===== config.mk =====
export PLATFORM = sky130hd
export DESIGN_NAME = rob_commit
export DESIGN_NICKNAME = d
export VERILOG_FILES = /design/src/rtl/rob_pkg.sv /design/src/rtl/rob_commit.sv
export SDC_FILE = /design/constraint.sdc
export NUM_CORES = 1
export LEC_CHECK = 0
export CAP_MARGIN = 20
export CORE_UTILIZATION = 48
export CTS_BUF_LIST = sky130_fd_sc_hd__clkbuf_4 sky130_fd_sc_hd__clkbuf_8
export CTS_CLUSTER_DIAMETER = 60
export DETAILED_ROUTE_END_ITERATION = 7
export PLACE_DENSITY = 0.78
export SLEW_MARGIN = 20
export SYNTH_ARGS = -nofsm -noshare
export SYNTH_HDL_FRONTEND = slang
export SYNTH_SLANG_ARGS = --single-unit

===== constraint.sdc =====
create_clock -name clk -period 5.4 [get_ports clk]
set_clock_uncertainty 0.1 [all_clocks]
set_input_delay 0.81 -clock clk [delete_from_list [all_inputs] [get_ports clk]]
set_output_delay 0.81 -clock clk [all_outputs]
set_load 0.01 [all_outputs]

===== src/rtl/rob_pkg.sv =====
// Shared ROB types and constants for the Tomasulo core (rob_commit and its neighbours).
// rob_entry_t describes the default-configuration entry layout seen by debug and issue logic.
package rob_pkg;

  localparam int ROB_DEPTH = 8;
  localparam int ROB_TAG_W = $clog2(ROB_DEPTH);
  localparam int XLEN      = 32;
  localparam int RD_W      = 5;

  typedef logic [ROB_TAG_W-1:0] rob_tag_t;

  typedef struct packed {
    logic            valid;
    logic            done;
    logic [RD_W-1:0] rd;
    logic [XLEN-1:0] value;
  } rob_entry_t;

  // x0 is hardwired to zero, so retiring to it must not strobe the register file.
  function automatic logic rd_writes(input logic [RD_W-1:0] rd);
    return rd != '0;
  endfunction

endpackage


===== src/rtl/rob_commit.sv =====
// In-order reorder buffer: allocates at tail, captures CDB results, retires one entry per cycle at head.
// Optional ROB_BYPASS_EN forwards the current-cycle CDB broadcast onto the operand lookup.
module rob_commit #(
  parameter int DEPTH = rob_pkg::ROB_DEPTH,
  parameter int TAG_W = $clog2(DEPTH),
  parameter int XLEN  = rob_pkg::XLEN
) (
  input  logic                    clk,
  input  logic                    rst,
  input  logic                    alloc_valid,
  input  logic [rob_pkg::RD_W-1:0] alloc_rd,
  output logic                    alloc_ready,
  output logic [TAG_W-1:0]        alloc_tag,
  input  logic                    cdb_valid,
  input  logic [TAG_W-1:0]        cdb_tag,
  input  logic [XLEN-1:0]         cdb_data,
  input  logic [TAG_W-1:0]        src_tag,
  output logic                    src_ready,
  output logic [XLEN-1:0]         src_data,
  input  logic                    flush,
  output logic                    reg_write,
  output logic [rob_pkg::RD_W-1:0] write_addr,
  output logic [XLEN-1:0]         write_data,
  output logic [TAG_W:0]          count
);
  import rob_pkg::*;

  localparam int CNT_W = TAG_W + 1;

  // Same layout as rob_entry_t, but with the value width following this instance's XLEN.
  typedef struct packed {
    logic            valid;
    logic            done;
    logic [RD_W-1:0] rd;
    logic [XLEN-1:0] value;
  } entry_t;

  entry_t           ent [DEPTH];
  logic [TAG_W-1:0] head;
  logic [TAG_W-1:0] tail;

  logic alloc_fire;
  logic commit_fire;
  logic cdb_hit;

  assign alloc_ready = (count != CNT_W'(DEPTH));
  assign alloc_tag   = tail;
  assign alloc_fire  = alloc_valid && alloc_ready;
  assign commit_fire = ent[head].valid && ent[head].done;
  assign cdb_hit     = cdb_valid && ent[cdb_tag].valid;

  always_ff @(posedge clk or negedge rst) begin
    if (!rst) begin
      for (int i = 0; i < DEPTH; i++) begin
        ent[i] <= '0;
      end
      head       <= '0;
      tail       <= '0;
      count      <= '0;
      reg_write  <= 1'b0;
      write_addr <= '0;
      write_data <= '0;
    end else if (flush) begin
      for (int i = 0; i < DEPTH; i++) begin
        ent[i].valid <= 1'b0;
        ent[i].done  <= 1'b0;
      end
      head      <= '0;
      tail      <= '0;
      count     <= '0;
      reg_write <= 1'b0;
    end else begin
      if (cdb_hit) begin
        ent[cdb_tag].done  <= 1'b1;
        ent[cdb_tag].value <= cdb_data;
      end

      // Commit clears after the CDB write so a late rebroadcast to head cannot resurrect it.
      if (commit_fire) begin
        ent[head].valid <= 1'b0;
        ent[head].done  <= 1'b0;
        head            <= head + TAG_W'(1);
        write_addr      <= ent[head].rd;
        write_data      <= ent[head].value;
        reg_write       <= rd_writes(ent[head].rd);
      end else begin
        reg_write <= 1'b0;
      end

      // The tail slot is never valid while allocation is possible, so no CDB/commit write collides here.
      if (alloc_fire) begin
        ent[tail].valid <= 1'b1;
        ent[tail].done  <= 1'b0;
        ent[tail].rd    <= alloc_rd;
        ent[tail].value <= '0;
        tail            <= tail + TAG_W'(1);
      end

      case ({alloc_fire, commit_fire})
        2'b10:   count <= count + CNT_W'(1);
        2'b01:   count <= count - CNT_W'(1);
        default: count <= count;
      endcase
    end
  end

  always_comb begin
    src_ready = ent[src_tag].valid && ent[src_tag].done;
    src_data  = src_ready ? ent[src_tag].value : '0;
`ifdef ROB_BYPASS_EN
    if (cdb_valid && (cdb_tag == src_tag) && ent[src_tag].valid) begin
      src_ready = 1'b1;
      src_data  = cdb_data;
    end
`endif
  end

endmodule


==> flow_metrics.py <==
metrics = {
    "worst_setup_path": {
        "required_ns": 4.49,
        "worst_ep_arrival_time_ns": 3.20,
        "endpoint": "src_data[7]",
        "startpoint": "src_tag[0]",
        "worst_setup_path_end_kind": "output pin",
        "cpMostUsedCell": "buf_4",
        "cp-start-kind": "primary input",
        "cpPeakStageDelay_ns": 0.55,
        "ff2ff_path_depth": 10,
        "crit_family": "buffers and inverters",
        "crit_type": "primary input to output pin",
        "critical_path.cell_chain": "buf_4, buf_4, mux4_2, mux2i_1, nor2_1, clkdlybuf4s50_1",
        "r2r_start": "head[0]",
        "cp.buffers_inverters": 3,
        "critPathMaxFanout": 30,
        "worst_path_max_delay_cell": "mux4_2",
        "regToRegSetupSlack_ns": 1.82,
        "path_depth": 6,
        "worstReg2RegEnd": "count[3]",
    },
    "worst_hold_path": {
        "hp-class": "primary input to asynchronous set/reset pin",
    },
    "cells_and_area": {
        "finish.utilization": 0.571,
        "ff_latch_area_um2": 9010,
        "multi_input_area_um2": 7940,
        "syn_to_final_growth_pct": 16.4,
        "filler_cell_count": 2826,
        "drive_gt1_frac": 0.218,
        "num-nets-final": 1498,
    },
    "pwr": {
        "total_power_mw": 5.96,
        "sw_frac_of_total": 0.253,
        "p_switching_mw": 1.51,
        "power_frac_clock": 0.433,
        "p_leak_nw": 9.09,
        "powerDensity_nw_per_um2": 292,
        "combPwrFrac": 0.082,
        "pwr-share-seq": 0.486,
        "vdd_drop_max_mv": 0.222,
        "p_int_mw": 4.46,
    },
    "synthesis": {
        "async_flop_share": 1.00,
        "synth-seq-cells": 360,
        "synthCells": 1381,
        "syn-num-nets": 1433,
        "yosys_most_used_dff": "dfrtp_1",
        "syn_area_um2": 17600,
        "synth_common_cells": "dfrtp_1 (360), a22o_1 (280), a22oi_1 (89), clkbuf_1 (72), mux4_2 (67)",
        "synth-edff-count": 0,
        "synth.distinct_cells": 61,
        "synth_area_leader_cell": "dfrtp_1",
        "synth-seq-area-share": 0.513,
        "netlist_top_cells_area": "dfrtp_1 (51%), a22o_1 (14%), mux4_2 (8.6%), mux2_2 (4.0%), a22oi_1 (3.8%)",
        "yosysMostFrequentCell": "dfrtp_1",
        "synth.top_cell.area_share": 0.513,
        "ys_warn_count": 0,
        "syn_avg_cell_area_um2": 12.7,
    },
    "timing": {
        "hold_viol_final": 0,
        "finalCriticalPeriod_ns": 4.11,
        "tns_ns": 0,
        "worst_pin_slew_ns": 1.11,
        "setup_violations": 0,
        "fmax_mhz": 243,
        "hold_slack_ns": 0.0325,
        "drv_slew": 0,
        "grt_setup_unrepaired": "no",
        "slew_headroom": 0.260,
        "fin_crit_sh": 0.761,
    },
    "detailed_routing": {
        "detail-route-antenna-nets": 0,
        "drt_iter0_markers": 1893,
        "wirelength_mm": 55.7,
        "num_vias": 13896,
        "vias_per_cell": 7.12,
        "wire_per_inst_um": 28.5,
        "drc": 14,
        "firstDrtPassIters": 8,
    },
    "placed_design": {
        "dp_hpwl_mm": 30.5,
        "gp_congestion": 0.893,
        "port_buffers": 126,
    },
    "clock_tree": {
        "clk_latency_ns": 0.65,
        "path_clk_slew_ns": 0.06,
        "cts_tree": "done",
        "cts_setup_buffers": 0,
        "cts_num_sinks": 360,
        "clockRootBuffer": "clkbuf_8",
        "cts.hold.buffers_added": 0,
        "clockBufferDepth": 3,
        "cts_buffers": 56,
        "cts_resized": 0,
        "htreeDepth": 2,
    },
    "floorplan": {
        "row_count": 69,
        "die_width_um": 193,
        "die-area_um2": 37400,
        "initial_core_util": 0.490,
        "coreArea_um2": 35800,
        "die_h_um": 193,
        "ios": 127,
    },
    "run_status": {
        "outcome": "finished, violations left",
        "violations": "design-rule violations",
    },
    "global_route": {
        "grt_pass1_wl_mm": 86.0,
        "gr-usage-all-layers": 0.298,
        "grt_overflow_total": 0,
        "grt_pass1_vias": 14206,
        "grt_antenna_before_repair": 4,
        "grt_max_degree": 160,
    },
    "job": {
        "max_cap_violations": 0,
    },
}
sequential cells by signal (all words and copies together), names as in the netlist:
name        cells
alloc_tag       3
count           4
ent           312
head            3
reg_write       1
write_addr      5
write_data     32
stage by stage:
stage                     instances  worst slack, ns  instance area, um2
final                          1953             1.29               20400
after global routing           1952             1.15               20400
after CTS                      1950             1.28               20400
after detailed placement       1849             1.29               19200
after global placement         1849             1.34               19200
after floorplan                1381             1.95               17600
worst min path at each step:
stage                         from  endpoint  cells past startpoint
after detailed placement   ent[33]   ent[33]                      1
after floorplan           ent[266]  ent[266]                      1
final                          rst   ent[43]                      1
after CTS                      rst   ent[43]                      1
after global routing           rst   ent[82]                      1
after global placement    ent[266]  ent[266]                      1
area by class of cell:
cell class              count  area share
clock buffers              82      0.0509
well taps                 461      0.0282
inverters                  16     0.00294
clock inverters            19      0.0109
multi-input cells         846       0.388
repair buffers            166      0.0779
diodes                      3    0.000367
flip-flops and latches    360       0.441
power groups by stage:
stage,registers [mW],logic [mW],clock network (mW)
global route,2.91,0.520,2.72
CTS,2.89,0.483,2.60
detailed placement,2.94,0.483,0
finish,2.90,0.486,2.58
floorplan,2.91,0.294,0
global placement,2.93,0.467,0
cells in the final DEF (no fill, tap or decap), types with 38 or more instances in the layout:
cell type | synthesis | routed
a22o_1 | 280 | 280
a22oi_1 | 89 | 89
buf_4 | 0 | 38
clkbuf_8 | 0 | 68
clkdlybuf4s50_1 | 0 | 122
dfrtp_1 | 360 | 360
mux2_2 | 62 | 62
mux4_2 | 67 | 67
nand3_1 | 42 | 42
nor2_1 | 51 | 48
logic make-up after synthesis:
family                   synth area share
AO/OA/AOI/OAI                       0.225
buffers and inverters              0.0417
XOR/XNOR                          0.00199
adder cells (fa/ha/maj)           0.00342
multiplexers                        0.163
AND/OR/NAND/NOR                    0.0519
flip-flops                          0.513
routing by layer:
| layer | up-vias | GRT usage | part of all wire |
|---|---|---|---|
| met5 | - | 0 | 0.00016 |
| met4 | 2 | 0.145 | 0.038 |
| met3 | 202 | 0.0718 | 0.12 |
| met2 | 1066 | 0.459 | 0.46 |
| met1 | 7023 | 0.396 | 0.38 |
| li1 | 5603 | - | - |
No activity file was read; power rests on OpenSTA's default activity.
